--- src/rtl/uart_rx_fifo_pkg.sv ---
// Shared constants and FSM state encoding for the UART receiver with FIFO.
// Optional parity build: define UART_RX_PARITY_EN.
package uart_rx_fifo_pkg;

  localparam int OS_RATE = 16;
  localparam int OS_MID = 7;
  localparam int DEF_CLK_DIV = 326;

  localparam logic [3:0] S_MID = 4'(OS_MID);
  localparam logic [3:0] S_LAST = 4'(OS_RATE - 1);

  typedef enum logic [2:0] {
    ST_IDLE,
    ST_START,
    ST_DATA,
    ST_PARITY,
    ST_STOP
  } state_t;

endpackage

--- src/rtl/rx_fifo.sv ---
// First-word-fall-through byte FIFO with registered empty/full flags.
// A write while full is accepted only if a read frees a slot the same cycle.
module rx_fifo #(
  parameter int WIDTH = 8,
  parameter int DEPTH = 4
) (
  input  logic             clk,
  input  logic             rst,
  input  logic             wr,
  input  logic             rd,
  input  logic [WIDTH-1:0] wdata,
  output logic [WIDTH-1:0] rdata,
  output logic             empty,
  output logic             full,
  output logic             drop
);

  localparam int AW = $clog2(DEPTH);
  localparam int CW = AW + 1;

  logic [WIDTH-1:0] mem [DEPTH];
  logic [AW-1:0] wptr;
  logic [AW-1:0] rptr;
  logic [CW-1:0] count;
  logic [CW-1:0] count_n;
  logic do_rd;
  logic do_wr;

  always_comb begin
    do_rd = rd & ~empty;
    do_wr = wr & (~full | do_rd);
    drop = wr & ~do_wr;
    count_n = count + CW'(do_wr) - CW'(do_rd);
  end

  assign rdata = mem[rptr];

  always_ff @(posedge clk) begin
    if (rst) begin
      wptr <= '0;
      rptr <= '0;
      count <= '0;
      empty <= 1'b1;
      full <= 1'b0;
      for (int i = 0; i < DEPTH; i++) mem[i] <= '0;
    end else begin
      if (do_wr) begin
        mem[wptr] <= wdata;
        wptr <= wptr + AW'(1);
      end
      if (do_rd) rptr <= rptr + AW'(1);
      count <= count_n;
      empty <= (count_n == '0);
      full <= (count_n == CW'(DEPTH));
    end
  end

endmodule

--- src/rtl/uart_rx_fifo.sv ---
// 16x oversampling UART receiver feeding a small byte FIFO.
// Even-parity frame checking is built in when UART_RX_PARITY_EN is defined.
module uart_rx_fifo
  import uart_rx_fifo_pkg::*;
#(
  parameter int CLK_DIV = DEF_CLK_DIV,
  parameter int DATA_BITS = 8,
  parameter int FIFO_DEPTH = 4
) (
  input  logic                 i_clk,
  input  logic                 i_rst,
  input  logic                 i_uart_rx,
  input  logic                 i_rd,
  output logic [DATA_BITS-1:0] o_data,
  output logic                 o_empty,
  output logic                 o_full,
  output logic                 o_rx_done,
  output logic                 o_frame_err,
  output logic                 o_overrun,
  output logic                 o_parity_err
);

  localparam int TW = (CLK_DIV > 1) ? $clog2(CLK_DIV) : 1;
  localparam int NW = $clog2(DATA_BITS + 1);

  logic sync1;
  logic sync2;
  logic [TW-1:0] tcnt;
  logic tick;
  state_t state;
  logic [3:0] s;
  logic [NW-1:0] n;
  logic [DATA_BITS-1:0] shreg;
  logic push;
  logic frame_err;
  logic drop;
  logic overrun;

  always_ff @(posedge i_clk) begin
    if (i_rst) begin
      sync1 <= 1'b1;
      sync2 <= 1'b1;
    end else begin
      sync1 <= i_uart_rx;
      sync2 <= sync1;
    end
  end

  assign tick = (tcnt == TW'(CLK_DIV - 1));

  always_ff @(posedge i_clk) begin
    if (i_rst) tcnt <= '0;
    else if (tick) tcnt <= '0;
    else tcnt <= tcnt + TW'(1);
  end

`ifdef UART_RX_PARITY_EN
  logic pbad;
  logic par_err;
  assign o_parity_err = par_err;
`else
  assign o_parity_err = 1'b0;
`endif

  always_ff @(posedge i_clk) begin
    push <= 1'b0;
    frame_err <= 1'b0;
`ifdef UART_RX_PARITY_EN
    par_err <= 1'b0;
`endif
    if (i_rst) begin
      state <= ST_IDLE;
      s <= '0;
      n <= '0;
      shreg <= '0;
`ifdef UART_RX_PARITY_EN
      pbad <= 1'b0;
`endif
    end else begin
      unique case (state)
        ST_IDLE: begin
          if (!sync2) begin
            state <= ST_START;
            s <= '0;
`ifdef UART_RX_PARITY_EN
            pbad <= 1'b0;
`endif
          end
        end
        ST_START: begin
          if (tick) begin
            if (s == S_MID) begin
              s <= '0;
              n <= '0;
              state <= sync2 ? ST_IDLE : ST_DATA;
            end else begin
              s <= s + 4'd1;
            end
          end
        end
        ST_DATA: begin
          if (tick) begin
            if (s == S_LAST) begin
              s <= '0;
              shreg <= {sync2, shreg[DATA_BITS-1:1]};
              n <= n + NW'(1);
              if (n == NW'(DATA_BITS - 1)) begin
`ifdef UART_RX_PARITY_EN
                state <= ST_PARITY;
`else
                state <= ST_STOP;
`endif
              end
            end else begin
              s <= s + 4'd1;
            end
          end
        end
`ifdef UART_RX_PARITY_EN
        ST_PARITY: begin
          if (tick) begin
            if (s == S_LAST) begin
              s <= '0;
              pbad <= sync2 ^ (^shreg);
              state <= ST_STOP;
            end else begin
              s <= s + 4'd1;
            end
          end
        end
`endif
        ST_STOP: begin
          if (tick) begin
            if (s == S_LAST) begin
              s <= '0;
              state <= ST_IDLE;
              // frame error outranks a parity mismatch
              if (!sync2) frame_err <= 1'b1;
`ifdef UART_RX_PARITY_EN
              else if (pbad) par_err <= 1'b1;
`endif
              else push <= 1'b1;
            end else begin
              s <= s + 4'd1;
            end
          end
        end
        default: state <= ST_IDLE;
      endcase
    end
  end

  rx_fifo #(
    .WIDTH(DATA_BITS),
    .DEPTH(FIFO_DEPTH)
  ) u_fifo (
    .clk(i_clk),
    .rst(i_rst),
    .wr(push),
    .rd(i_rd),
    .wdata(shreg),
    .rdata(o_data),
    .empty(o_empty),
    .full(o_full),
    .drop(drop)
  );

  always_ff @(posedge i_clk) begin
    if (i_rst) overrun <= 1'b0;
    else if (drop) overrun <= 1'b1;
  end

  assign o_rx_done = push & ~drop;
  assign o_frame_err = frame_err;
  assign o_overrun = overrun;

endmodule

--- config.mk ---
export PLATFORM = sky130hd
export DESIGN_NAME = uart_rx_fifo
export DESIGN_NICKNAME = d
export VERILOG_FILES = /design/src/rtl/uart_rx_fifo_pkg.sv /design/src/rtl/rx_fifo.sv /design/src/rtl/uart_rx_fifo.sv
export SDC_FILE = /design/constraint.sdc
export NUM_CORES = 1
export LEC_CHECK = 0
export CORE_MARGIN = 2
export CORE_UTILIZATION = 52
export DETAILED_ROUTE_END_ITERATION = 7
export GPL_TIMING_DRIVEN = 0
export PLACE_DENSITY_LB_ADDON = 0.1
export SYNTH_ARGS = -nofsm -noshare
export SYNTH_HDL_FRONTEND = slang
export SYNTH_SLANG_ARGS = --single-unit
--- constraint.sdc ---
create_clock -name i_clk -period 3.4 [get_ports i_clk]
set_input_delay 0.68 -clock i_clk [delete_from_list [all_inputs] [get_ports i_clk]]
set_output_delay 0.68 -clock i_clk [all_outputs]
set_load 0.01 [all_outputs]
; ---- Word-level counts from Yosys, hierarchy flattened
; Memory sizes are Yosys's and may differ from the RTL's. A register that Yosys moved wholly into a read port is not among the register bits.
; Cells that the tools add are included.
[word_totals]
out_inout_bits = 14
in_bits = 4
mem_count = 1
ram_bits = 32
wordCells = 97
regBits = 42
[op_classes]
mux = 33
eq_ne = 17
n_bitwise = 12
n_reduce_logical = 12
add_sub_neg = 7
[memory_table]
columns = memory, words, word_bits, rd, rd_ports_with_merged_regs, wr, line_no
row1 = u_fifo.mem, 4, 8, 1, 1, 4, rx_fifo.sv:21  ; logic [WIDTH-1:0] mem [DEPTH];
[ops]
columns = cell, count
row1 = 4-bit 2-to-1 mux, 9
row2 = 3-bit 2-to-1 mux, 8
row3 = 2-bit inequality test (second input constant), 8
row4 = 3-bit case mux with 4 select lines, 1
row5 = 4-bit case mux with 3 select lines, 1
row6 = 9-bit by 1-bit adder with 9-bit output (second input constant), 1
row7 = 9-bit equality test (second input constant), 1
row8 = 4-bit by 1-bit adder with 4-bit output (second input constant), 2
row9 = 4-bit by 3-bit equality test with 1-bit output (second input constant), 2
row10 = 1-bit 2-to-1 mux, 8
row11 = 2-bit 2-to-1 mux, 4
row12 = 8-bit 2-to-1 mux, 1
row13 = 4-bit case mux with 2 select lines, 1
row14 = 8-bit AND reduction, 1
row15 = 8-bit OR reduction, 1
row16 = 1-bit NOT, 7
row17 = 3-bit equality test (second input constant), 2
row18 = 3-bit zero test, 2
row19 = 5-bit AND reduction, 1
row20 = 2-bit by 1-bit adder with 2-bit output (second input constant), 2
row21 = 1-bit bitwise AND, 4
row22 = 4-bit equality test (second input constant), 1
row23 = 4-bit AND reduction, 1
row24 = 2-bit OR reduction, 2
row25 = 10 further kinds, 10

; ---- Logic depth before layout (Yosys ltp)
; Gate-level depths: netlist of run 1.
[logic_depth]
depth_word = 9
depth_mapped = 11
ltp_nobuf = 11

; ---- Modules after synthesis
; Synthesis of run 1 repeated with hierarchy kept, for this count alone.
[hier_totals]
cells_unflattened = 301
area_unflattened_um2 = 3480.8
[by_module_without_submodules]
columns = mod, cells_per_inst, area_per_inst_um2, seq_area_each_um2, n_inst
row1 = rx_fifo, 132, 1958.1, 1181.1, 1
row2 = uart_rx_fifo, 169, 1522.7, 660.6, 1

; ---- Least setup slack after synthesis of run 1
; OpenSTA, ideal clock, no wires.
[synth_timing]
kind = input -> register
startpoint = input port i_rd
endpoint = register u_fifo.full
path_slack_ps = 982
setup_time_ps = 116
arrival_ps = 2303
cell_stages = 9
n_path_buf = 0
required_ps = 3284
cell_sequence = nand2b_1 > a21oi_1 > ha_1 > inv_1 > fa_1 > xor2_1 > xnor2_1 > nor2_1 > and3_1
[synth_between]
elab_chain_cells = 6
[synth_rtl]
columns = item, line_no
row1 = from (decl), uart_rx_fifo.sv:13  ; input logic i_rd,
row2 = 1-bit bitwise AND (*), rx_fifo.sv:30  ; do_rd = rd & ~empty;
row3 = 1-bit bitwise OR, rx_fifo.sv:31  ; do_wr = wr & (~full | do_rd);
row4 = 1-bit bitwise AND, rx_fifo.sv:31
row5 = 3-bit by 1-bit adder with 3-bit output, rx_fifo.sv:33  ; count_n = count + CW'(do_wr) - CW'(do_rd);
row6 = 3-bit by 1-bit subtractor with 3-bit output (*), rx_fifo.sv:33
row7 = 3-bit equality test (*), rx_fifo.sv:54  ; full <= (count_n == CW'(DEPTH));
row8 = to (signal assigned), rx_fifo.sv:54
row9 = to (decl), rx_fifo.sv:14  ; output logic full,
; Every way passes the cells marked *; elsewhere a longest branch is shown, timed or not.
; A chain may end at the register's enable or synchronous reset.

==> results by group, run 1 <==
STA
  • Fin crit period: 2.961 ns
  • Final Max Slew Viols: 0
  • Highest clock rate: 337.7 MHz
  • Layout Skew: 0.01251 ns
  • Final setup violation count: 0
  • Setup TNS: 0 ns
  • Headroom to the max-slew limit: 0.4436
  • Final period util: 0.8708
  • Hold Vio Cnt, Final: 0
  • Final hold slack: 0.4228 ns
  • RSZ-0062 raised after global routing: no
  • Worst slew pin tran: 0.8282 ns

Routing
  • Avg WL per Cell: 15.03 um
  • Antenna violation net count after detailed routing: 0
  • Via count: 2276
  • Vias per std cell: 5.484
  • Initial DRC count: 122
  • 1st-pass router iterations: 4
  • Total Wirelength: 6239 um
  • # DRC: 0

Placed design
  • Post-DP HPWL: 4448 um
  • Placed Cells incl. Taps: 399
  • RePlAce Congestion: 0.8866
  • Port Buffers: 15

Layout
  • Area occupied by multi-input gates: 1455 um2
  • Area grow syn2layout: 13.88%
  • Register Area: 1842 um2
  • Final Net Count: 344
  • Post-layout util: 0.6140
  • Cell Count, Final, Fillers Out: 415
  • Fill cell count: 525
  • Layout cells sized above 1: 0.1598
  • N_diodes: 0

Pwr
  • Pwr Total: 2.121 mW
  • PwrDens: 540.8 nW/um2
  • Leakage: 1.403 nW
  • VDD IR max: 0.3149 mV

Logic synthesis
  • Mapped Area: 3443 um2
  • Post-synth EDFFs: 32
  • Synth top area share: 0.2791
  • Post-Syn Nets: 318
  • Area contributors post-synth: edfxtp_1, dfxtp_1, and2_1
  • Ys Warns: 0
  • Post-synth top cells: dfxtp_1, and2_1, edfxtp_1, nor2_1, nand2_1
  • Most used DFF post-synth: dfxtp_1
  • Register area share after synthesis: 0.5349
  • Seq cells post-synth: 76
  • Ys async rst share: 0
  • Syn Inst Count: 307
  • Cell with the most instances after synthesis: dfxtp_1
  • Syn_area_per_cell: 11.22 um2
  • Dominant cell type by area after synthesis: edfxtp_1
  • Yosys cell types: 62

CTS
  • Hold Buf Count CTS: 0
  • Post-CTS Setup Bufs: 0
  • Skew-Pair Late Insertion Delay: 0.36 ns
  • CTS tree: built
  • CTS Buf Count: 9
  • CTS clk-pin slew, worst paths: 0.08 ns
  • CTS Sinks: 76
  • Worst-case clock buffer depth: 2
  • Root Buffer: clkbuf_8
  • Resize count post-CTS: 0
  • H-tree Lvls: 3

Critical path
  • Crit-path max FO: 8
  • Critical path's slowest cell: mux4_2
  • Stages on worst setup path: 3
  • R2r setup slk: 1.09 ns
  • Crit-path cells: clkbuf_1 > mux4_2 > clkdlybuf4s50_1
  • CP startpoint kind: flop
  • Delay-heaviest family, CP: buffers and inverters
  • CP Capture Type: output port
  • CP required: 2.72 ns
  • Reg-to-reg endpoint: u_fifo.mem[0][6]
  • Largest stage delay, worst path: 0.59 ns
  • Reg-to-reg startpoint: u_fifo.empty
  • Buf/Inv on CP: 2
  • Critical path data arrival time: 2.28 ns
  • Crit Path Class: reg -> out
  • R2R cell count: 4

Global route
  • Total grt overflow: 0
  • Largest net degree at the start of global routing: 15
  • Antenna violations before repair: 0
  • Total GRT Usage: 0.1862
  • First-pass GRT wire length: 10380 um
  • Vias in the first global route: 2204

Status
  • Status: completed

Floorplan
  • Cell Rows: 29
  • Initial Utilization: 0.5392
  • Die Area: 7289 um2
  • Die X: 85.38 um
  • CORE AREA: 6386 um2
  • Die Ht: 85.38 um
  • I/O pin cnt: 18

Flow run
  • Max Cap Violations: 0

Min path
  • HP Class: reg -> reg
  • Hold path cells: 1
  • WHS Endpoint: sync2
  • Hold Crit Start: sync1
state kept, by name, summed over array words and instances, names as in the netlist, 3 cells and up, named ones only:
name / cells
n: 4
s: 4
shreg: 8
state: 3
tcnt: 9
u_fifo.count: 3
u_fifo.mem: 32
routing by layer:
metal  vias up  GRT usage  wire, um
li1       1145          -         -
met1      1076     0.2293      2869
met2        41     0.3104      3058
met3        14    0.04086       199
met4         0    0.08947       111
met5         -          0         0
cells by family after synthesis:
group,after synthesis,share of synthesized area
other,1,0.001089
multiplexers,11,0.06141
AND/OR/NAND/NOR,135,0.2246
buffers and inverters,27,0.04251
AO/OA/AOI/OAI,37,0.07486
XOR/XNOR,13,0.03307
adder cells (fa/ha/maj),7,0.02762
flip-flops,76,0.5349
cell usage in the layout (no fill, tap or decap), types with 4 or more instances in the layout:
cell type / n
ha_1: 6
mux4_2: 8
a21oi_1: 14
nand2_1: 22
dfxtp_1: 44
xor2_1: 5
clkbuf_1: 6
inv_1: 12
clkdlybuf4s50_1: 15
and2_1: 32
nand2b_1: 4
nor3_1: 5
edfxtp_1: 32
nand3_1: 7
xnor2_1: 8
clkbuf_8: 11
nor2_1: 30
or2_2: 5
area by class of cell:
class	count	area share
buffer	15	0.02585
clock buffer	10	0.03510
clock inverter	6	0.02393
inverter	12	0.01149
multi-input combinational	204	0.3711
sequential	76	0.4697
tap	77	0.02457
timing repair buffer	15	0.03829
metrics by stage:
step	setup slack, ns	instance area, um2
4_1_cts	0.3851	3921
3_3_place_gp	0.3140	3690
6_report	0.4392	3921
2_1_floorplan	0.9819	3443
3_5_place_dp	0.2837	3690
5_1_grt	0.3122	3921
worst reg2reg max path: cells and delay by family (launching register included):
family | cells | cell delay [ns]
AND/OR/NAND/NOR | 3 | 1.12
flip-flops | 1 | 0.32
AO/OA/AOI/OAI | 1 | 0.58
how the worst max path moves through the flow:
stage / endpoint / slack (ns)
3_3_place_gp: u_fifo.mem[0][5] / 0.31
6_report: o_data[5] / 0.44
5_1_grt: o_data[5] / 0.31
2_1_floorplan: u_fifo.full / 0.98
4_1_cts: o_data[5] / 0.39
3_5_place_dp: u_fifo.mem[0][4] / 0.28
power breakdown:
group / switching, mW / total (mW) / leakage, nW / internal (mW)
combinational: 0.138 / 0.299 / 0.623 / 0.161
clock: 0.347 / 0.787 / 0.113 / 0.440
sequential: 0.0308 / 1.03 / 0.666 / 1.00
total: 0.516 / 2.12 / 1.40 / 1.60
Power figures use the tool's default switching activity.
==> inputs of run 2 (changes only) <==
CORE_UTILIZATION = 40   (was 52)
==> results by group, run 2 (synthesis gave the netlist of run 1 again) <==
Status
  • Status: completed

Floorplan
  • Die X: 96.78 um
  • CORE AREA: 8299 um2
  • I/O pin cnt: 18
  • Die Area: 9366 um2
  • Initial Utilization: 0.4149
  • Cell Rows: 33
  • Die Ht: 96.78 um

STA
  • Worst slew pin tran: 0.9521 ns
  • Headroom to the max-slew limit: 0.3604
  • Fin crit period: 2.962 ns
  • Final hold slack: 0.4189 ns
  • Layout Skew: 0.007174 ns
  • Final Max Slew Viols: 0
  • RSZ-0062 raised after global routing: no
  • Worst setup margin: 0.4376 ns
  • Highest clock rate: 337.6 MHz
  • Final period util: 0.8713
  • Hold Vio Cnt, Final: 0
  • Setup TNS: 0 ns
  • Final setup violation count: 0

CTS
  • Worst-case clock buffer depth: 2
  • Skew-Pair Late Insertion Delay: 0.34 ns
  • CTS clk-pin slew, worst paths: 0.08 ns
  • CTS tree: built
  • Hold Buf Count CTS: 0
  • Resize count post-CTS: 0
  • H-tree Lvls: 3
  • CTS Sinks: 76
  • Post-CTS Setup Bufs: 0
  • Root Buffer: clkbuf_8
  • CTS Buf Count: 9

Layout
  • Final Net Count: 344
  • Area occupied by multi-input gates: 1455 um2
  • Most frequent cells in the layout: dfxtp_1, and2_1, edfxtp_1
  • Max reg flops: 32
  • Design area: 3965 um2
  • Register Area: 1842 um2
  • Most flops, register: u_fifo.mem
  • Largest regs: u_fifo.mem (32), tcnt (9), shreg (8)
  • Cell Count, Final, Fillers Out: 443
  • Fill cell count: 773
  • N_diodes: 0
  • Layout cells sized above 1: 0.1568
  • Most common library cell in the layout ignoring fill and taps: dfxtp_1
  • Post-layout util: 0.4778
  • Area grow syn2layout: 15.15%

Routing
  • Avg WL per Cell: 14.62 um
  • 1st-pass router iterations: 4
  • Initial DRC count: 96
  • # DRC: 0
  • Antenna violation net count after detailed routing: 0
  • Total Wirelength: 6475 um
  • Via count: 2251
  • Vias per std cell: 5.081

Placed design
  • Dpl ws: 0.1137 ns
  • Placed cell area: 3725 um2
  • Post-DP HPWL: 4470 um
  • Port Buffers: 15
  • RePlAce Congestion: 0.7749
  • Placed Cells incl. Taps: 427

Critical path
  • Crit Path Class: reg -> out
  • CP startpoint kind: flop
  • Crit-path max FO: 8
  • Critical path data arrival time: 2.28 ns
  • R2r setup slk: 0.96 ns
  • CP required: 2.72 ns
  • CP Capture Type: output port

Min path
  • HP Class: reg -> reg

Pwr
  • PwrDens: 545.9 nW/um2
  • Leakage: 1.410 nW
  • VDD IR max: 0.2255 mV
  • Pwr Total: 2.164 mW

Global route
  • Vias in the first global route: 2234
  • First-pass GRT wire length: 11280 um
  • Largest net degree at the start of global routing: 14
  • Total grt overflow: 0
  • Antenna violations before repair: 0
  • Total GRT Usage: 0.1508

Flow run
  • Max Cap Violations: 0
## run 2: changes by cell type in the layout (fill, tap and decap cells not counted)
cell        change
bufinv_16       +1
clkbuf_8        -1
clkinvlp_4      -1
clkinv_2        +1
clkbuf_1        +1
inv_6           -2
clkinv_4        +1
## run 2: worst paths after layout
check,from,end,depth (start not counted)
min,sync1,sync2,1
max reg2reg,u_fifo.empty,u_fifo.mem[0][7],4
min reg2reg,sync1,sync2,1
max,flop,o_data[1],3
## run 2: per-layer routing
layer,GRT usage,up-vias,wire (um)
li1,-,1137,-
met1,0.2035,1067,3170
met2,0.2329,40,3001
met3,0.04118,7,220
met4,0.05525,0,82
met5,0,-,0
## run 2: cell type report
cell class | instances | area share
plain buffers | 15 | 0.02556
clock inverters | 6 | 0.02840
repair buffers | 15 | 0.03787
multi-input cells | 204 | 0.3670
flip-flops and latches | 76 | 0.4645
clock buffers | 10 | 0.03219
well taps | 105 | 0.03313
inverters | 12 | 0.01136
## run 2: critical path, cell delays in order, from the launching register on
cell and delay (ns):
dfxtp_1 0.31, clkbuf_1 0.53, mux4_2 0.60, clkdlybuf4s50_1 0.49
## run 2: power breakdown
part           switching [mW]  internal, mW  total (mW)
combinational           0.140         0.161       0.302
clock                   0.340         0.489       0.829
sequential             0.0298          1.00        1.03
total                   0.510          1.65        2.16
